<file path="config.mk">
export PLATFORM = sky130hd
export DESIGN_NAME = adder_pipe
export DESIGN_NICKNAME = d
export VERILOG_FILES = /design/src/rtl/adder_pipe_pkg.sv /design/src/rtl/adder_pipe_stage.sv /design/src/rtl/adder_pipe.sv
export SDC_FILE = /design/constraint.sdc
export NUM_CORES = 1
export LEC_CHECK = 0
export ABC_AREA = 1
export CAP_MARGIN = 15
export CORE_ASPECT_RATIO = 0.9
export CORE_MARGIN = 5
export CORE_UTILIZATION = 56
export DETAILED_ROUTE_END_ITERATION = 8
export GPL_TIMING_DRIVEN = 1
export PLACE_DENSITY = 0.76
export SLEW_MARGIN = 20
export SYNTH_ARGS = -nofsm -noshare
export SYNTH_HDL_FRONTEND = slang
export SYNTH_SLANG_ARGS = --single-unit
</file>
<file path="constraint.sdc">
create_clock -name clk -period 2.3 [get_ports clk]
set_clock_uncertainty 0.15 [all_clocks]
set_input_delay 0.345 -clock clk [delete_from_list [all_inputs] [get_ports clk]]
set_output_delay 0.345 -clock clk [all_outputs]
set_load 0.05 [all_outputs]
</file>
<file path="src/rtl/adder_pipe_pkg.sv">
// adder_pipe_pkg: shared helpers for the pipelined adder/subtractor.
//   chunk_w   - bits resolved per pipeline stage (WIDTH / STAGES)
//   params_ok - legality check for a WIDTH/STAGES pair
package adder_pipe_pkg;

    function automatic int unsigned chunk_w(input int unsigned width,
                                            input int unsigned stages);
        return (stages == 0) ? 0 : width / stages;
    endfunction

    function automatic logic params_ok(input int unsigned width,
                                       input int unsigned stages);
        return (width > 0) && (stages > 0) && ((width % stages) == 0);
    endfunction

endpackage

</file>
<file path="src/rtl/adder_pipe_stage.sv">
// adder_pipe_stage: one pipeline stage of adder_pipe. Resolves carry-chain
// chunk IDX from the previous stage's registered carry and registers the
// result alongside the skewed operands and the partial sum.
//   clk, rst_n       - clock, asynchronous active-low reset
//   advance          - pipeline enable; all registers hold when low
//   in_valid/carry   - beat valid and carry into chunk IDX
//   in_a, in_b       - operands (b already inverted for subtract)
//   in_sum           - sum with chunks below IDX already resolved
//   out_*            - registered versions after resolving chunk IDX
//   out_ovf          - overflow for this beat, meaningful from the last stage
module adder_pipe_stage
    import adder_pipe_pkg::*;
#(
    parameter int unsigned WIDTH  = 16,
    parameter int unsigned STAGES = 4,
    parameter int unsigned IDX    = 0
) (
    input  logic             clk,
    input  logic             rst_n,
    input  logic             advance,
    input  logic             in_valid,
    input  logic             in_carry,
    input  logic [WIDTH-1:0] in_a,
    input  logic [WIDTH-1:0] in_b,
    input  logic [WIDTH-1:0] in_sum,
    output logic             out_valid,
    output logic             out_carry,
    output logic [WIDTH-1:0] out_a,
    output logic [WIDTH-1:0] out_b,
    output logic [WIDTH-1:0] out_sum,
    output logic             out_ovf
);

    localparam int unsigned CW = chunk_w(WIDTH, STAGES);
    localparam int unsigned LO = IDX * CW;

    logic [CW-1:0]    a_c;
    logic [CW-1:0]    b_c;
    logic [CW-1:0]    s_c;
    logic             c_nxt;
    logic [WIDTH-1:0] sum_nxt;
    logic             ovf_nxt;

    always_comb begin
        a_c            = in_a[LO +: CW];
        b_c            = in_b[LO +: CW];
        {c_nxt, s_c}   = {1'b0, a_c} + {1'b0, b_c} + {{CW{1'b0}}, in_carry};
        sum_nxt        = in_sum;
        sum_nxt[LO +: CW] = s_c;
        // a^b^s at the chunk MSB recovers the carry into that bit.
        ovf_nxt        = a_c[CW-1] ^ b_c[CW-1] ^ s_c[CW-1] ^ c_nxt;
    end

    always_ff @(posedge clk or negedge rst_n) begin
        if (!rst_n) begin
            out_valid <= 1'b0;
            out_carry <= 1'b0;
            out_a     <= '0;
            out_b     <= '0;
            out_sum   <= '0;
            out_ovf   <= 1'b0;
        end else if (advance) begin
            out_valid <= in_valid;
            out_carry <= c_nxt;
            out_a     <= in_a;
            out_b     <= in_b;
            out_sum   <= sum_nxt;
            out_ovf   <= ovf_nxt;
        end
    end

endmodule

</file>
<file path="src/rtl/adder_pipe.sv">
// adder_pipe: valid/ready pipelined adder/subtractor with the carry chain
// split into STAGES chunks, one chunk resolved per stage.
//   clk, rst_n           - clock, asynchronous active-low reset
//   in_valid, in_ready   - input handshake
//   a, b, cin, sub       - operands, carry/borrow-in, subtract select
//   out_valid, out_ready - output handshake
//   sum, cout, ovf       - result, carry-out (NOT borrow on sub), overflow
module adder_pipe
    import adder_pipe_pkg::*;
#(
    parameter int unsigned WIDTH  = 16,
    parameter int unsigned STAGES = 4
) (
    input  logic             clk,
    input  logic             rst_n,
    input  logic             in_valid,
    output logic             in_ready,
    input  logic [WIDTH-1:0] a,
    input  logic [WIDTH-1:0] b,
    input  logic             cin,
    input  logic             sub,
    output logic             out_valid,
    input  logic             out_ready,
    output logic [WIDTH-1:0] sum,
    output logic             cout,
    output logic             ovf
);

    if (!params_ok(WIDTH, STAGES)) begin : g_bad_params
        $error("adder_pipe: WIDTH must be a nonzero multiple of STAGES");
    end

    logic             advance;
    logic             v_in_q;
    logic             c_in_q;
    logic [WIDTH-1:0] a_in_q;
    logic [WIDTH-1:0] b_in_q;

    // Index 0 is the operand capture register, index k+1 is stage k output.
    logic             v_pipe   [0:STAGES];
    logic             c_pipe   [0:STAGES];
    logic [WIDTH-1:0] a_pipe   [0:STAGES];
    logic [WIDTH-1:0] b_pipe   [0:STAGES];
    logic [WIDTH-1:0] s_pipe   [0:STAGES];
    logic             ovf_pipe [0:STAGES-1];

    assign advance = !out_valid || out_ready;
    assign in_ready = advance;

    // Operands are captured before the first chunk so every stage works from
    // registered inputs; results land STAGES edges after acceptance.
    always_ff @(posedge clk or negedge rst_n) begin
        if (!rst_n) begin
            v_in_q <= 1'b0;
            c_in_q <= 1'b0;
            a_in_q <= '0;
            b_in_q <= '0;
        end else if (advance) begin
            v_in_q <= in_valid;
            c_in_q <= cin ^ sub;
            a_in_q <= a;
            b_in_q <= sub ? ~b : b;
        end
    end

    assign v_pipe[0] = v_in_q;
    assign c_pipe[0] = c_in_q;
    assign a_pipe[0] = a_in_q;
    assign b_pipe[0] = b_in_q;
    assign s_pipe[0] = '0;

    for (genvar k = 0; k < STAGES; k++) begin : g_stage
        adder_pipe_stage #(
            .WIDTH  (WIDTH),
            .STAGES (STAGES),
            .IDX    (k)
        ) u_stage (
            .clk       (clk),
            .rst_n     (rst_n),
            .advance   (advance),
            .in_valid  (v_pipe[k]),
            .in_carry  (c_pipe[k]),
            .in_a      (a_pipe[k]),
            .in_b      (b_pipe[k]),
            .in_sum    (s_pipe[k]),
            .out_valid (v_pipe[k+1]),
            .out_carry (c_pipe[k+1]),
            .out_a     (a_pipe[k+1]),
            .out_b     (b_pipe[k+1]),
            .out_sum   (s_pipe[k+1]),
            .out_ovf   (ovf_pipe[k])
        );
    end

    assign out_valid = v_pipe[STAGES];
    assign sum       = s_pipe[STAGES];
    assign cout      = c_pipe[STAGES];
    assign ovf       = ovf_pipe[STAGES-1];

endmodule

</file>
Word-level counts from Yosys, hierarchy flattened
Cells that the tools add are included.
{ "word_totals": {"latchBits": 0, "ramBits": 0, "in_bits": 38, "romBits": 0, "reg_bits": 179, "memories": 0, "out_inout_bits": 20} }
{ "op_classes": {"muxes": 1, "n_bitwise": 5, "n_mul": 0, "add_sub_neg": 8, "reduce_logical": 2, "order_cmp": 0, "div_mod_pow": 0, "eq_ne": 0, "shift": 0} }
{ "op_table": {"columns": ["cell", "count"], "rows": [
  ["adder 4 x 4 -> 5 bit", 4],
  ["adder 5 x 1 -> 5 bit", 4],
  ["two-way mux 16 bit", 1],
  ["inverter 16 bit", 1],
  ["XOR 1 bit", 4],
  ["zero test 1 bit", 1],
  ["logical OR 1 bit", 1]
]} }

Depth between registers and ports, before layout
{ "depth": {"ltp_word": 4, "depth_mapped": 10} }

Hierarchy
Synthesis repeated with hierarchy kept, for this count alone.
{ "unflattened": {"cells_unflattened": 1172, "hier_area_um2": 10191.0} }
{ "by_module_without_submodules": {"columns": ["mod", "seq_area_each_um2", "area_each_um2", "cells_per_inst", "instances"], "rows": [
  ["adder_pipe_stage (g_stage[1].u_stage ...)", 1276.2, 2158.3, 243, 3],
  ["adder_pipe_stage (g_stage[0].u_stage)", 1276.2, 2152.1, 242, 1],
  ["adder_pipe", 850.8, 1564.0, 201, 1]
]} }

Worst setup path before layout
No wires, ideal clock.
{ "synth_path": {"kind": "reg-to-output", "start": "register g_stage[3].u_stage.out_valid", "end": "output port in_ready", "required_time_ns": 1.805, "stages_incl_launch_ff": 6, "t_arrival_ns": 1.320, "path_slack_ns": 0.485, "path_cell_list": "dfrtp_1 inv_1 nor2_4 inv_2 buf_6 buf_2"} }
{ "synth_between": {"elab_chain_cells": 2} }
{ "synth_lines": {"columns": ["item", "line", "text"], "rows": [
  ["start: declaration", "adder_pipe_stage.sv:26", "output logic out_valid,"],
  ["start signal: assignment", "adder_pipe_stage.sv:63", "out_valid <= in_valid;"],
  ["zero test 1 bit", "adder_pipe.sv:47", "assign advance = !out_valid || out_ready;"],
  ["logical OR 1 bit", "adder_pipe.sv:47", null],
  ["end: declaration", "adder_pipe.sv:17", "output logic in_ready,"]
]} }
Every way passes these cells.

Worst setup path in the final report
{ "layout_path": {"start": "register g_stage[3].u_stage.out_carry", "end": "output port cout"} }
{ "layout_rtl": {"columns": ["item", "line", "text"], "rows": [
  ["start: declaration", "adder_pipe_stage.sv:27", "output logic out_carry,"],
  ["start signal: assignment", "adder_pipe_stage.sv:64", "out_carry <= c_nxt;"],
  ["end: declaration", "adder_pipe.sv:25", "output logic cout,"]
]} }
No word-level cell between the ends.

==> metrics.md <==
| Metric | Value |
|---|---|
| Outcome | completed |
| Io pins | 58 |
| Critical-path cell list | clkdlybuf4s50_1 |
| Synth Warn # | 0 |
| Antenna violations before repair | 0 |
| Synthesized flop and latch total | 131 |
| Worst Path Max Fanout | 2 |
| Root Driver | clkbuf_8 |
| Non-filler cells, final | 798 |
| Largest net degree at the start of global routing | 88 |
| Post-synthesis cell area | 0.00561 sq mm |
| Mean post-synth cell area | 9.26 sq um |
| GR Util All Layers | 19.4% |
| Async SR Flop Fraction | 100% |
| Number of instances in the placed design | 767 |
| Max Clk Rate | 458 MHz |
| Worst IR Drop VDD | 0.901 mV |
| Tightest Hold Check Type | in2async |
| DP Area | 0.00626 sq mm |
| Fin Hold WS | 0.209 ns |
| Max clock buf depth | 2 |
| HPWL Detailed | 6.95 mm |
| Vias in the first global route | 4031 |
| Area growth from synthesis to layout | 21.9% |
| Vias | 4011 |
| Finish-stage setup viols | 0 |
| Most frequent cells after synthesis | nand2_1 (258), dfrtp_1 (131), o21ai_0 (60) |
| Min cycle time layout | 2.18 ns |
| Setup TNS | 0 ns |
| Post-route ant nets | 0 |
| WP buf/inv | 1 |
| CTS clk-pin slew, worst paths | 0.06 ns |
| Most frequent cell after synthesis | nand2_1 |
| Final Hold Fails | 0 |
| CP peak stage delay | 0.81 ns |
| Worst-Skew Late Latency | 0.52 ns |
| WP data required | 1.80 ns |
| DIE HEIGHT | 105 microns |
| Rel. slew slack | 63.0% |
| Clk sinks | 131 |
| Syn Nets | 664 |
| CTS tree | done |
| First-pass GRT wire length | 18.8 mm |
| DRC | 0 |
| Number of flops mapped to enable cells by yosys | 0 |
| Worst reg2reg setup slack | 0.35 ns |
| Post-Route Utilization | 70.2% |
| MaxCap Viol Count | 0 |
| Diode count | 0 |
| Worst setup EP type | output pin |
| CTS resizes | 0 |
| Horiz. Die Dim | 116 microns |
| Design area | 0.00684 sq mm |
| DRT Wirelength | 10.9 mm |
| Detail-routed via count per cell | 5.03 |
| Fill cell count | 718 |
| Final worst path period share | 94.9% |
| H-tree depth | 4 |
| Full die area | 0.0121 sq mm |
| Worst path arrival time | 1.69 ns |
| Largest area contributor in the netlist | dfrtp_1 |
| TritonCTS Buffers | 17 |
| Std cell rows | 34 |
| Synth top area share | 58.4% |
| WL/cell | 13.7 microns |
| Final Max Tran Viols | 0 |
| Post-synth top flop | dfrtp_1 |
| Synth area leaders | dfrtp_1 (58%), nand2_1 (17%), o21ai_0 (5.3%) |
| DR pass1 iterations | 5 |
| RSZ-0062 raised after global routing | false |
| Starting Density | 57.6% |
| Worst Setup Start Kind | flop |
| Pleak | 3.36 nW |
| Slowest stage cell, crit path | clkdlybuf4s50_1 |
| WS Path Type | reg2out |
| Worst Tran Pin Value | 0.554 ns |
| Congestion Overflow GR | 0 |
| IO Port Bufs | 57 |
| Final net count | 719 |
| Sequential share of the synthesized area | 58.4% |
| Ratio of cells with drive above 1 in the final layout | 6.70% |
| DR iter-0 viols | 263 |
| Number of distinct library cells after synthesis | 20 |
| Family with the most delay on the worst path | buffers and inverters |
| Core area | 0.00974 sq mm |
| Mapped Cells | 606 |
| RePlAce Congestion | 0.818 |
| Pwr Density | 1490 mW/mm^2 |
==> per-stage QoR <==
stage          power, mW  setup WS (ns)
2_1_floorplan       6.50          0.485
3_3_place_gp        7.38          0.447
3_5_place_dp        7.59          0.366
4_1_cts             10.3         0.0944
5_1_grt             10.9         0.0635
6_report            10.2          0.118
==> where the power goes <==
| part | leakage [nW] | switching [mW] | internal [mW] |
|---|---|---|---|
| combinational | 1.50 | 2.34 | 1.35 |
| sequential | 1.59 | 0.577 | 3.33 |
| clock | 0.274 | 0.944 | 1.64 |
==> state kept, by name (all words and copies together) (netlist names) <==
register / cells
g_stage.u_stage.out_carry: 4
g_stage.u_stage.out_b: 24
g_stage.u_stage.out_valid: 4
g_stage.u_stage.out_a: 24
a_in_q: 16
g_stage.u_stage.out_sum: 40
c_in_q: 1
b_in_q: 16
v_in_q: 1
g_stage.u_stage.out_ovf: 1
==> placed cells by master, fill, tap and decap left out <==
cell type and n:
nand2_1 258, dfrtp_1 131, o21ai_0 60, clkdlybuf4s50_1 55, inv_1 39, xnor2_1 17, clkbuf_16 16, nand3_1 13
nor2_1 12, ha_1 12, o21ai_1 11, fa_1 8, a21oi_1 6, clkbuf_8 5, buf_4 5, buf_12 5
clkinv_2 4, clkinvlp_4 4, or2_2 3, o31ai_1 2, nand3b_1 2, bufinv_16 2, nor2_4 1, dlygate4sd3_1 1
==> worst paths after layout <==
path / from / endpoint / cells past startpoint
hold / removal: rst_n / g_stage[3].u_stage.out_sum[0] / 2
min in group clk: a[12] / a_in_q[12] / 3
hold reg to reg: g_stage[2].u_stage.out_valid / g_stage[3].u_stage.out_valid / 2
setup / recovery: g_stage[3].u_stage.out_carry / cout / 1
setup reg to reg: g_stage[0].u_stage.out_a[4] / g_stage[1].u_stage.out_carry / 6
max in group asynchronous: rst_n / a_in_q[11] / 3
==> area by class of cell <==
cell class | instances | area [sq um] | area share, %
clock buffer | 21 | 469 | 6.86
sequential | 131 | 3280 | 47.9
inverter | 40 | 151 | 2.21
tap | 126 | 158 | 2.30
clock inverter | 9 | 105 | 1.54
multi-input combinational | 405 | 1980 | 29.0
timing repair buffer | 66 | 698 | 10.2
==> repair_timing <==
item                                    in CTS  in global routing
hold buffers                                 1                  0
endpoints found under the hold margin       40                  0
setup buffers                                0                  0
endpoints found under the setup margin       0                  0
==> layer usage <==
| metal | part of all wire [%] | global-route usage, % | vias to the layer above |
|---|---|---|---|
| met1 | 46 | 27.6 | 1903 |
| met4 | 0.66 | 7.21 | 0 |
| met5 | 0 | 0 | - |
| met2 | 48 | 29.5 | 97 |
| met3 | 4.7 | 4.34 | 9 |
| li1 | - | - | 2002 |
==> cell families (layout without fill, tap and decap cells) <==
family / after synthesis / in the layout / synth area share, %
xor+xnor: 17 / 17 / 2.65
compound gates: 79 / 79 / 7.13
buf+inv: 70 / 136 / 6.28
flops: 131 / 131 / 58.4
fa+ha+maj: 20 / 20 / 5.53
simple gates: 289 / 289 / 20.0
Power figures use the tool's default switching activity.
